`config.mk`:
```
export PLATFORM = sky130hd
export DESIGN_NAME = rr_hold_arbiter
export DESIGN_NICKNAME = d
export VERILOG_FILES = /design/src/rtl/rr_hold_arbiter.sv
export SDC_FILE = /design/constraint.sdc
export NUM_CORES = 1
export LEC_CHECK = 0
export CELL_PAD_IN_SITES_DETAIL_PLACEMENT = 0
export CELL_PAD_IN_SITES_GLOBAL_PLACEMENT = 2
export CORE_MARGIN = 3
export CORE_UTILIZATION = 37
export DETAILED_ROUTE_END_ITERATION = 10
export HOLD_SLACK_MARGIN = 0.15
export PLACE_DENSITY_LB_ADDON = 0.3
export SYNTH_ARGS = -nofsm -noshare
export SYNTH_HDL_FRONTEND = slang
export SYNTH_SLANG_ARGS = --single-unit
```
`constraint.sdc`:
```
create_clock -name clk_i -period 4.35 [get_ports clk_i]
set_input_delay 1.0875 -clock clk_i [delete_from_list [all_inputs] [get_ports clk_i]]
set_output_delay 1.0875 -clock clk_i [all_outputs]
set_load 0.02 [all_outputs]
```
`src/rtl/rr_hold_arbiter.sv`:
```
// ---------------------------------------------------------------------------
// rr_hold_arbiter
//
// Registered round-robin arbiter with grant hold. A winner keeps the shared
// resource while it keeps requesting, for at most MAX_HOLD consecutive
// cycles. The grant then passes to the next requester in circular order,
// starting just after the previous owner. A switch between owners happens on
// a single edge, with no idle cycle in between.
//
// Ports
//   clk_i        rising-edge clock
//   rst_ni       asynchronous active-low reset
//   req_i        [N-1:0] request vector, bit i belongs to requester i
//   gnt_o        [N-1:0] one-hot grant, all-zero when there is no owner
//   gnt_valid_o  high while an owner holds the grant
//   gnt_idx_o    binary index of the owner, 0 when gnt_valid_o is low
//   gnt_new_o    one-cycle pulse in the first cycle of every grant
//
// Every output is decoded from registered state only, so there is no
// combinational path from req_i to any output.
// ---------------------------------------------------------------------------
module rr_hold_arbiter #(
  parameter int N        = 8,
  parameter int MAX_HOLD = 16
) (
  input  logic                 clk_i,
  input  logic                 rst_ni,
  input  logic [N-1:0]         req_i,
  output logic [N-1:0]         gnt_o,
  output logic                 gnt_valid_o,
  output logic [$clog2(N)-1:0] gnt_idx_o,
  output logic                 gnt_new_o
);

  localparam int IW = $clog2(N);
  localparam int CW = $clog2(MAX_HOLD + 1);

  typedef enum logic {
    IDLE  = 1'b0,
    GRANT = 1'b1
  } state_e;

  state_e          state_q, state_d;
  logic [IW-1:0]   ptr_q, ptr_d;
  logic [IW-1:0]   owner_q, owner_d;
  logic [CW-1:0]   hold_cnt_q, hold_cnt_d;
  logic            gnt_new_q, gnt_new_d;

  logic [IW-1:0]   owner_inc;
  logic            release_grant;
  logic [IW:0]     hit_idle;   // {found, index} for a search from ptr_q
  logic [IW:0]     hit_rel;    // {found, index} for a search from owner+1

  // Circular first-set-bit search starting at s. The loop runs from the far
  // end back towards s so that the closest set bit is the last assignment
  // and therefore wins.
  function automatic logic [IW:0] search(input logic [N-1:0] v,
                                         input logic [IW-1:0] s);
    logic [IW:0] res;
    res = '0;
    for (int k = N - 1; k >= 0; k--) begin
      int idx;
      idx = int'(s) + k;
      if (idx >= N) idx = idx - N;
      if (v[idx]) res = {1'b1, IW'(idx)};
    end
    return res;
  endfunction

  assign owner_inc     = (owner_q == IW'(N - 1)) ? '0 : owner_q + IW'(1);
  assign release_grant = !req_i[owner_q] || (hold_cnt_q == CW'(MAX_HOLD - 1));
  assign hit_idle      = search(req_i, ptr_q);
  // Searching from owner+1 naturally visits the old owner last, so a
  // still-requesting owner at hold expiry only wins when it is alone.
  assign hit_rel       = search(req_i, owner_inc);

  always_comb begin
    state_d    = state_q;
    ptr_d      = ptr_q;
    owner_d    = owner_q;
    hold_cnt_d = hold_cnt_q;
    gnt_new_d  = 1'b0;
    case (state_q)
      IDLE: begin
        if (hit_idle[IW]) begin
          state_d    = GRANT;
          owner_d    = hit_idle[IW-1:0];
          hold_cnt_d = '0;
          gnt_new_d  = 1'b1;
        end
      end
      GRANT: begin
        if (!release_grant) begin
          hold_cnt_d = hold_cnt_q + CW'(1);
        end else begin
          ptr_d      = owner_inc;
          hold_cnt_d = '0;
          if (hit_rel[IW]) begin
            owner_d   = hit_rel[IW-1:0];
            gnt_new_d = 1'b1;
          end else begin
            state_d = IDLE;
          end
        end
      end
      default: state_d = IDLE;
    endcase
  end

  always_ff @(posedge clk_i or negedge rst_ni) begin
    if (!rst_ni) begin
      state_q    <= IDLE;
      ptr_q      <= '0;
      owner_q    <= '0;
      hold_cnt_q <= '0;
      gnt_new_q  <= 1'b0;
    end else begin
      state_q    <= state_d;
      ptr_q      <= ptr_d;
      owner_q    <= owner_d;
      hold_cnt_q <= hold_cnt_d;
      gnt_new_q  <= gnt_new_d;
    end
  end

  assign gnt_valid_o = (state_q == GRANT);
  assign gnt_idx_o   = gnt_valid_o ? owner_q : '0;
  assign gnt_new_o   = gnt_new_q;

  // One-hot decode of the registered owner.
  generate
    for (genvar gi = 0; gi < N; gi++) begin : g_gnt
      assign gnt_o[gi] = gnt_valid_o && (owner_q == IW'(gi));
    end
  endgenerate

endmodule

```
# == Word-level counts from Yosys, hierarchy flattened ==
# Index checks and enable logic that the tools add are counted.
# W data, S select, Z words.
# totals
reg_bits,13
inputBits,10
out_inout_bits,13
# classes
n_addsub,32
n_lt_le_gt_ge,33
eq_ne,11
mux,97
bitwise,1
n_reduce_logical,13
# ops
op,count
$lt A32 B5 Y1 const B,16
$mux W32,16
$sub A4 B4 Y5 const B,14
$mux W4,16
$ge A4 B4 Y1 const B,14
$bmux W1 S3,17
$mux W1,37
$add A3 B3 Y4 const B,8
$add A3 B2 Y4 const B,4
$mux W3,5
$eq A3 B3 Y1 const B,4
$mux W5,2
$pmux W5 S2,1
$sub A3 B4 Y5 const B,2
$add A3 B1 Y4 const B,2
$ge A3 B4 Y1 const B,2
$logic_and A1 B1 Y1,8
$eq A3 B2 Y1 const B,2
$pmux W3 S2,1
$add A5 B1 Y5 const B,1
$eq A5 B4 Y1 const B,1
$lt A3 B4 Y1 const B,1
$ne A2 B1 Y1 const B,2
$pmux W1 S2,2
9 further kinds,9

# == Logic depth before layout (Yosys ltp) ==
# Gate-level depths: netlist of run 1.
# logic_depth
ltp_word,19
ltp_mapped,11

# == Worst setup path before layout of run 1 ==
# Ideal clock, no wire load.
# synth_path
kind,register -> register
start,register ptr_q[0]
end,register owner_q[2]
setup_ns,0.128
t_arrival_ns,3.007
required_time_ns,4.222
setup_slack_ns,1.216
path_stages_with_launch,12
path_buffers,3
period_less_slack_ns,3.134
cell_sequence,dfrtp_1 buf_2 clkinv_1 ha_1 buf_2 mux4_2 nor4_1 and3_1 and3_1 clkbuf_1 nor3_4 mux2_1
# synth_between
elab_chain_len,16
elab_cells_between_ends,67
# synth_rtl
item,line_no,rtl
start: declaration,44,"logic [IW-1:0] ptr_q, ptr_d;"
start signal: assignment,119,ptr_q <= ptr_d;
$add A3 B3 Y4,63,idx = int'(s) + k;
$sub A4 B4 Y5 or $ge A4 B4 Y1 (tied branches),64,if (idx >= N) idx = idx - N;
$mux W32,64,
$bmux W1 S3,65,"if (v[idx]) res = {1'b1, IW'(idx)};"
$mux W1 (not written as such) (2 in a row),65,
$mux W4 (7 in a row),65,
$mux W4 *,65,
$mux W3 or $ne A2 B2 Y1 (tied branches),n/a,
$pmux W3 S2 or $reduce_and A3 Y1 (tied branches),n/a,
end signal: assignment,120,owner_q <= owner_d;
end: declaration,45,"logic [IW-1:0] owner_q, owner_d;"
# Mark *: on every way between the ends. The rest lies on a longest branch, timed or not. The select of a mux whose other input is x is not followed.
# A chain may end at the register's enable or synchronous reset.

# == Worst setup path in the final report of run 1 ==
# layout_path
start,input req_i[5]
end,register owner_q[2]
# layout_between
elab_chain_len,14
elab_cells_between_ends,76
# layout_rtl
item,line_no,rtl
start: declaration,28,"input logic [N-1:0] req_i,"
$bmux W1 S3,65,
$mux W1 (not written as such) (2 in a row),65,
$mux W4 (8 in a row),65,
$mux W3,98,if (hit_rel[IW]) begin
$mux W3,93,if (!release_grant) begin
$pmux W3 S2,83,case (state_q)
# Parallel ways exist; a longest one is shown, timed or not. The select of a mux whose other input is x is not followed.

==> reports/metrics.yaml, run 1 <==
run_status:
  outcome: "finished clean"
place:
  dp_hpwl_mm: 6.073
  io_buffers: 22
  gp_congestion: 0.8935
clock_network:
  post_cts_buffers: 0
  cts_tree: "built"
  cts-resized-gates: 0
  htree_levels: 1
  hold_buffers: 0
  ctsRootBufferMaster: "clkbuf_8"
  clk_pin_slew_ps: 50
  cts.sinks: 13
  clk_latency_ps: 240
  clock_path_buffers: 2
  cts_made_buffers: 3
run:
  drv_cap: 0
routing:
  drt-total-wl_mm: 8.064
  drc: 0
  dr.pass1.iters: 8
  via_count: 2670
  drt_iter0_drc: 236
  viasPerCell: 6.224
  wl_per_cell_um: 18.80
  ant_nets: 0
grt:
  grt-ovfl-total: 0
  grt_pass1_vias: 2475
  grt_pass1_wl_mm: 13.25
  antenna_found_initial: 0
  grt_usage_pct: 19.24
  grt_max_degree: 21
cells_and_area:
  fin_util_pct: 45.63
  layout_common_cells: "nor2_1 (29), mux4_2 (27), buf_4 (23)"
  multi_input_area_sq_um: 2242
  syn_to_final_growth_pct: 15.99
  drive_above_1_share_pct: 23.72
  finish.net_count: 356
  layout_commonest_cell: "nor2_1"
  fillCellCount: 719
  seq_area_sq_um: 325.3
  antenna_cells: 0
yosys:
  syn_area_sq_um: 2746
  async_flop_share_pct: 100.0
  synthFlopType: "dfrtp_1"
  yosysWarnings: 0
  ys_seq_elements: 13
  synth_cell_types: 59
  synthCells: 312
  syn_nets: 334
  syn_avg_cell_area_sq_um: 8.803
  synth_edf_count: 0
  yosysSeqAreaShare_pct: 11.85
critical_path:
  crit_family: "compound AO/OA/AOI/OAI gates"
  slowest_delay_ps: 650
  path_buf_inv: 2
  arrival_ps: 3870
  path_cells: "clkdlybuf4s50_1 > buf_4 > mux4_2 > a22o_1 > a21o_1 > a221oi_1 > o31a_1 > a211oi_1 > mux2_1"
  endpoint_kind: "register"
  worstPathMaxFanout: 15
  critPathLaunch: "req_i[5]"
  worstSetupPathType: "in2reg"
  cpMaxStageDelayCell: "clkdlybuf4s50_1"
  startpoint_type: "input pin"
  r2r-start: "owner_q[1]"
  worstPathRequired_ps: 4470
timing:
  period_needed_ps: 3753
  setup_tns_ps: 0
  slew_headroom_pct: 53.03
  finalSetupViolations: 0
  timing.final.crit_share_pct: 86.27
  drv_slew: 0
  tightest_slew_ps: 699.2
  finClkSkew_ps: 1.172
  max_freq_ghz: 0.2665
  hold_viol_final: 0
  rsz0062_at_grt: "false"
die:
  die_w_um: 92.16
  rows: 30
  dieArea_sq_um: 8493
  ioPinCount: 23
  die_h_um: 92.16
  start_util_pct: 39.34
  core_area_sq_um: 6982
min_path:
  hp-class: "reg2reg"
  min_from: "hold_cnt_q[4]"
## worst paths after layout
kind,to,slack (ps),cells past startpoint
worst min register to register,hold_cnt_q[4],490,2
worst max register to register,owner_q[2],830,9
worst max-delay path,owner_q[2],600,9
max in group asynchronous,hold_cnt_q[0],2750,1
worst min-delay path,hold_cnt_q[4],490,2
min in group asynchronous,hold_cnt_q[1],1220,1
## layer usage
layer	wire length (um)	share of wire, %	vias to the layer above	global-route usage, %
li1	-	-	1256	-
met1	3779	47	1304	29.02
met2	3709	46	100	29.14
met3	467	5.8	10	1.641
met4	108	1.3	0	5.569
met5	0	0	-	0
## worst register-to-register path, cell delays in order (launching register included)
cell	delay, ps
dfrtp_1	530
ha_1	280
ha_1	650
inv_1	340
mux4_2	360
mux2_4	320
and3_1	190
and3_4	180
nor3_4	220
mux2_1	340
## metrics by stage
stage	hold WS (ps)	instances	worst slack, ps	instance area (sq um)
after global routing	534.2	429	474.4	3186
after CTS	490.9	429	620.7	3186
after floorplan	449.8	312	1216	2746
final	489.3	429	597.3	3186
after detailed placement	478.7	425	374.4	3141
after global placement	463.8	425	435.6	3141
## cells by family (layout without fill, tap and decap cells)
kind of cell / count (synthesis) / count (layout) / synth area share, %
buffers and inverters: 44 / 65 / 6.515
and+or+nand+nor: 92 / 92 / 17.36
xor gates and xnor gates: 5 / 5 / 1.868
AOI/OAI and AO/OA: 84 / 84 / 21.10
adders and majority gates: 12 / 12 / 5.467
muxes: 62 / 62 / 35.85
DFF: 13 / 13 / 11.85
## flip-flops by register name, indices dropped and copies added, names as in the netlist
signal and cells:
gnt_new_o 1, owner_q 3, hold_cnt_q 5, gnt_valid_o 1
ptr_q 3
## synth_stat cells, drive strengths merged (4+ instances only)
library cell   n  area, sq um
ha            12        150.1
dfrtp         13        325.3
a211oi         5        37.54
inv           14        52.55
nor3           7        46.30
buf            6        36.28
mux2          18        206.4
a22o           4        35.03
and3          12        80.08
or2            4        25.03
clkbuf        22        82.58
a221oi         6        52.55
mux4          27        608.1
o21ai         20        100.1
mux2i         17        170.2
nor2          30        115.1
nand3          9        45.04
a21oi         18        90.09
nand2         13        48.80
## area by class of cell
type	count	area share, %
multi-input cells	255	70.38
repair buffers	45	12.33
well taps	96	3.771
flip-flops and latches	13	10.21
clock buffers	4	1.414
inverters	16	1.885
Power of run 1 is not shown: default switching activity piles up to over one toggle a cycle in this logic, so the estimate is an artifact.
==> inputs of run 2 (changes only) <==
Settings changed: CORE_UTILIZATION 37 to 25, DONT_BUFFER_PORTS set to 1, HOLD_SLACK_MARGIN 0.15 to 0.03.
==> reports/metrics.yaml, run 2 (synthesized netlist as in run 1, its figures left out) <==
critical_path:
  crit_family: "compound AO/OA/AOI/OAI gates"  # unchanged
  endpoint_kind: "register"  # unchanged
  path_cells: "inv_1 > ha_1 > mux4_2 > mux2i_1 > o311ai_1 > a2111oi_0 > o41ai_1 > a211oi_1"  # was clkdlybuf4s50_1 > buf_4 > mux4_2 > a22o_1 > a21o_1 > a221oi_1 > o31a_1 > a211oi_1 > mux2_1
  worstSetupPathType: "reg2reg"  # was in2reg
  arrival_ps: 4030  # was 3870 ps
  path_buf_inv: 1  # was 2
  worstPathRequired_ps: 4510  # was 4470 ps
  r2r-start: "owner_q[0]"  # was owner_q[1]
  slowest_delay_ps: 810  # was 650 ps
  cpMaxStageDelayCell: "ha_1"  # was clkdlybuf4s50_1
  critPathLaunch: "owner_q[0]"  # was req_i[5]
  startpoint_type: "register"  # was input pin
  worstPathMaxFanout: 20  # was 15
cells_and_area:
  layout_commonest_cell: "nor2_1"  # unchanged
  finish.net_count: 316  # was 356
  fin_util_pct: 27.41  # was 45.63%
  drive_above_1_share_pct: 20.82  # was 23.72%
  multi_input_area_sq_um: 2242  # unchanged
  post-route-cell-area_sq_um: 2880  # was 3186 sq um
  seq_area_sq_um: 325.3  # unchanged
  fillCellCount: 1105  # was 719
  layout_common_cells: "nor2_1 (29), mux4_2 (27), o21ai_0 (20)"  # was nor2_1 (29), mux4_2 (27), buf_4 (23)
  top_regs: "hold_cnt_q x5, owner_q x3, ptr_q x3"  # unchanged
  largest_reg_flops: 5  # unchanged
  antenna_cells: 0  # unchanged
  top_register: "hold_cnt_q"  # unchanged
  syn_to_final_growth_pct: 4.875  # was 15.99%
min_path:
  hp-class: "reg2reg"  # unchanged
  min_from: "hold_cnt_q[4]"  # unchanged
routing:
  wl_per_cell_um: 20.28  # was 18.80 um
  ant_nets: 0  # unchanged
  drt-total-wl_mm: 8.701  # was 8.064 mm
  viasPerCell: 5.788  # was 6.224
  dr.pass1.iters: 4  # was 8
  drt_iter0_drc: 169  # was 236
  via_count: 2483  # was 2,670
  drc: 0  # unchanged
grt:
  grt_usage_pct: 13.95  # was 19.24%
  grt_pass1_wl_mm: 14.28  # was 13.25 mm
  antenna_found_initial: 0  # unchanged
  grt-ovfl-total: 0  # unchanged
  grt_pass1_vias: 2424  # was 2,475
  grt_max_degree: 23  # was 21
run:
  drv_cap: 0  # unchanged
clock_network:
  cts-resized-gates: 0  # unchanged
  hold_buffers: 0  # unchanged
  htree_levels: 1  # unchanged
  cts_made_buffers: 3  # unchanged
  clk_latency_ps: 240  # about the same
  clock_path_buffers: 2  # unchanged
  clk_pin_slew_ps: 60  # was 50 ps
  cts.sinks: 13  # unchanged
  post_cts_buffers: 0  # unchanged
  cts_tree: "built"  # unchanged
  ctsRootBufferMaster: "clkbuf_8"  # unchanged
timing:
  timing.final.crit_share_pct: 88.99  # was 86.27%
  rsz0062_at_grt: "false"  # unchanged
  finClkSkew_ps: 1.699  # was 1.172 ps
  tightest_slew_ps: 784.9  # was 699.2 ps
  drv_slew: 0  # unchanged
  slew_headroom_pct: 47.27  # was 53.03%
  max_freq_ghz: 0.2583  # was 0.2665 GHz
  period_needed_ps: 3871  # was 3753 ps
  finalSetupViolations: 0  # unchanged
  hold_viol_final: 0  # unchanged
  setup_tns_ps: 0  # unchanged
  worst_slack_ps: 479.1  # was 597.3 ps
die:
  die_h_um: 110.8  # was 92.16 um
  rows: 37  # was 30
  core_area_sq_um: 10510  # was 6982 sq um
  die_w_um: 110.8  # was 92.16 um
  dieArea_sq_um: 12280  # was 8493 sq um
  start_util_pct: 26.13  # was 39.34%
  ioPinCount: 23  # unchanged
run_status:
  outcome: "finished clean"  # unchanged
place:
  dp_hpwl_mm: 6.271  # was 6.073 mm
  placed_cell_area_sq_um: 2835  # was 3141 sq um
  pre_cts_ws_ps: 552.0  # was 374.4 ps
  gp_congestion: 0.7709  # was 0.8935
  io_buffers: 0  # was 22
run 2: per-stage QoR:
step / cells / hold WS, ps
4_1_cts: 429 / 485.8
6_report: 429 / 482.3
3_5_place_dp: 425 / 471.1
5_1_grt: 429 / 515.1
2_1_floorplan: 312 / 449.8
3_3_place_gp: 425 / 479.0
run 2: metal layers:
metal,track usage [%],vias to the layer above,part of all wire [%]
met5,0,-,0
met4,3.038,0,0.90
met3,2.293,8,4.9
met2,21.89,78,46
met1,20.12,1229,49
li1,-,1168,-
run 2: worst min-delay path, stage by stage, from the launching register on:
cell	delay [ps]
dfrtp_1	340
nand2_1	50
o21ai_0	60
run 2: final cells by class:
class | count | area share, %
Inverter | 16 | 2.085
Sequential cell | 13 | 11.29
Tap cell | 136 | 5.908
Clock buffer | 4 | 1.564
Multi-Input combinational cell | 255 | 77.85
Timing Repair Buffer | 5 | 1.303
run 2: final timing paths:
kind	to	slack (ps)	cells past startpoint
max	owner_q[1]	480	8
max reg2reg	owner_q[1]	480	8
max in group asynchronous	owner_q[2]	3740	0
min	hold_cnt_q[4]	480	2
min reg2reg	hold_cnt_q[4]	480	2
min in group asynchronous	hold_cnt_q[1]	530	0
Power of run 2 is left out for the same reason.
==> inputs of run 3 (changes only) <==
Settings changed: ABC_AREA set to 1, GPL_TIMING_DRIVEN set to 1.
==> reports/metrics.yaml, run 3 <==
run_status:
  outcome: "finished clean"  # unchanged
clock_network:
  hold_buffers: 0  # unchanged
  cts-resized-gates: 0  # unchanged
  clock_path_buffers: 2  # unchanged
  clk_latency_ps: 240  # about the same
  cts.sinks: 13  # unchanged
  cts_tree: "built"  # unchanged
  cts_made_buffers: 3  # unchanged
  htree_levels: 1  # unchanged
  ctsRootBufferMaster: "clkbuf_8"  # unchanged
  clk_pin_slew_ps: 60  # about the same
  post_cts_buffers: 0  # unchanged
cells_and_area:
  antenna_cells: 0  # unchanged
  top_regs: "hold_cnt_q x5, owner_q x3, ptr_q x3"  # unchanged
  layout_commonest_cell: "nand2_1"  # was nor2_1
  syn_to_final_growth_pct: 4.242  # was 4.875%
  layout_common_cells: "nand2_1 (134), nand3_1 (62), inv_1 (42)"  # was nor2_1 (29), mux4_2 (27), o21ai_0 (20)
  top_register: "hold_cnt_q"  # unchanged
  finish.net_count: 395  # was 316
  post-route-cell-area_sq_um: 2245  # was 2880 sq um
  drive_above_1_share_pct: 8.871  # was 20.82%
  largest_reg_flops: 5  # unchanged
critical_path:
  rrSetupSlack_ps: 1490  # was 480 ps
  worstSetupPathType: "reg2reg"  # unchanged
  worstPathMaxFanout: 12  # was 20
  worstPathRequired_ps: 4520  # was 4510 ps
  r2r-start: "owner_q[0]"  # unchanged
  ff2ff_path_depth: 13  # was 8
  critPathLaunch: "owner_q[0]"  # unchanged
  r2r_end: "owner_q[0]"  # was owner_q[1]
  arrival_ps: 3030  # was 4030 ps
  startpoint_type: "register"  # unchanged
  endpoint: "owner_q[0]"  # was owner_q[1]
  endpoint_kind: "register"  # unchanged
grt:
  grt_max_degree: 18  # was 23
  grt_usage_pct: 13.98  # was 13.95%
  antenna_found_initial: 0  # unchanged
  grt-ovfl-total: 0  # unchanged
  grt_pass1_vias: 2221  # was 2,424
  grt_pass1_wl_mm: 11.27  # was 14.28 mm
place:
  gp_congestion: 0.8719  # was 0.7709
  pre_cts_ws_ps: 1498  # was 552.0 ps
  dp_hpwl_mm: 5.658  # was 6.271 mm
  io_buffers: 0  # unchanged
  placed_cell_area_sq_um: 2200  # was 2835 sq um
yosys:
  yosysTopAreaCellShare_pct: 23.36  # was 22.14%
  synth_cell_types: 30  # was 59
  syn_area_sq_um: 2153  # was 2746 sq um
  synth.most_common_cell: "nand2_1"  # was nor2_1
  yosysWarnings: 0  # unchanged
  synth_common_cells: "nand2_1 (134), nand3_1 (62), inv_1 (42), a21oi_1 (21), nor2_1 (20)"  # was nor2_1 (29), mux4_2 (27), clkbuf_1 (22), o21ai_0 (20), a21oi_1 (18)
  synthCells: 378  # was 312
  syn_avg_cell_area_sq_um: 5.697  # was 8.803 sq um
  ys_seq_elements: 13  # unchanged
  async_flop_share_pct: 100.0  # unchanged
  synth_edf_count: 0  # unchanged
  syn_nets: 400  # was 334
  synthFlopType: "dfrtp_1"  # unchanged
  yosysSeqAreaShare_pct: 15.11  # was 11.85%
  synthTopCellsByArea: "nand2_1 (23%), dfrtp_1 (15%), nand3_1 (14%)"  # was mux4_2 (22%), dfrtp_1 (12%), mux2_2 (6.6%)
  synth_top_area_cell: "nand2_1"  # was mux4_2
min_path:
  hp-class: "in2async"  # was reg2reg
die:
  dieArea_sq_um: 9762  # was 12,280 sq um
  rows: 33  # was 37
  ioPinCount: 23  # unchanged
  start_util_pct: 25.95  # was 26.13%
  core_area_sq_um: 8299  # was 10,510 sq um
  die_w_um: 98.81  # was 110.8 um
  die_h_um: 98.81  # was 110.8 um
routing:
  viasPerCell: 4.803  # was 5.788
  dr.pass1.iters: 4  # unchanged
  drc: 0  # unchanged
  drt-total-wl_mm: 6.892  # was 8.701 mm
  wl_per_cell_um: 14.45  # was 20.28 um
  ant_nets: 0  # unchanged
  drt_iter0_drc: 112  # was 169
  via_count: 2291  # was 2,483
timing:
  max_freq_ghz: 0.3498  # was 0.2583 GHz
  timing.final.crit_share_pct: 65.72  # was 88.99%
  rsz0062_at_grt: "false"  # unchanged
  tightest_slew_ps: 622.3  # was 784.9 ps
  worst_slack_ps: 1491  # was 479.1 ps
  setup_tns_ps: 0  # unchanged
  finClkSkew_ps: 2.997  # was 1.699 ps
  drv_slew: 0  # unchanged
  hold_viol_final: 0  # unchanged
  slew_headroom_pct: 58.52  # was 47.27%
  finalSetupViolations: 0  # unchanged
  period_needed_ps: 2859  # was 3871 ps
run:
  drv_cap: 0  # unchanged
-- run 3: worst min-delay path by stage --
stage / start / end / slack [ps] / cells after the start
final: rst_ni / hold_cnt_q[4] / 530 / 0
after global routing: rst_ni / owner_q[2] / 520 / 0
after CTS: rst_ni / hold_cnt_q[2] / 530 / 0
after detailed placement: hold_cnt_q[0] / hold_cnt_q[0] / 520 / 1
after global placement: hold_cnt_q[0] / hold_cnt_q[0] / 510 / 1
after floorplan: hold_cnt_q[0] / hold_cnt_q[0] / 490 / 1
-- run 3: cell type report --
| type | instances | area (sq um) |
|---|---|---|
| Fill cell | 957 | 6055 |
| Multi-Input combinational cell | 304 | 1545 |
| Sequential cell | 13 | 325.3 |
| Inverter | 51 | 197.7 |
| Tap cell | 105 | 131.4 |
| Clock buffer | 4 | 45.04 |
-- run 3: cell families after synthesis --
logic type	Yosys count	share of synthesized area, %
simple gates	238	49.68
compound gates	44	11.04
xor+xnor	10	4.067
buf+inv	61	13.13
flops	13	15.11
fa+ha+maj	12	6.973
-- run 3: metal layers --
layer  vias up  routed length (um)  global-route usage [%]
met1      1047                3474                   19.91
met3         8                 306                   2.123
met2        40                3047                   22.99
met5         -                   0                       0
li1       1196                   -                       -
met4         0                  63                   1.681
-- run 3: critical path, stage by stage, from the launching register on --
cell	delay, ps
dfrtp_1	570
ha_1	320
ha_1	530
xor2_1	360
inv_1	120
nand3_2	110
nand2_2	80
inv_1	70
nand2_1	60
a21oi_1	150
o21ai_1	80
nand2_1	50
nand3_1	110
a21oi_2	170
-- run 3: through the flow --
step | instances | utilization (%) | hold slack (ps)
detailed placement | 473 | 26.50 | 520.3
global route | 477 | 27.05 | 521.9
finish | 477 | 27.05 | 528.4
floorplan | 378 | - | 486.0
CTS | 477 | 27.05 | 528.5
global placement | 473 | 26.50 | 512.7
Power of run 3 is left out for the same reason.
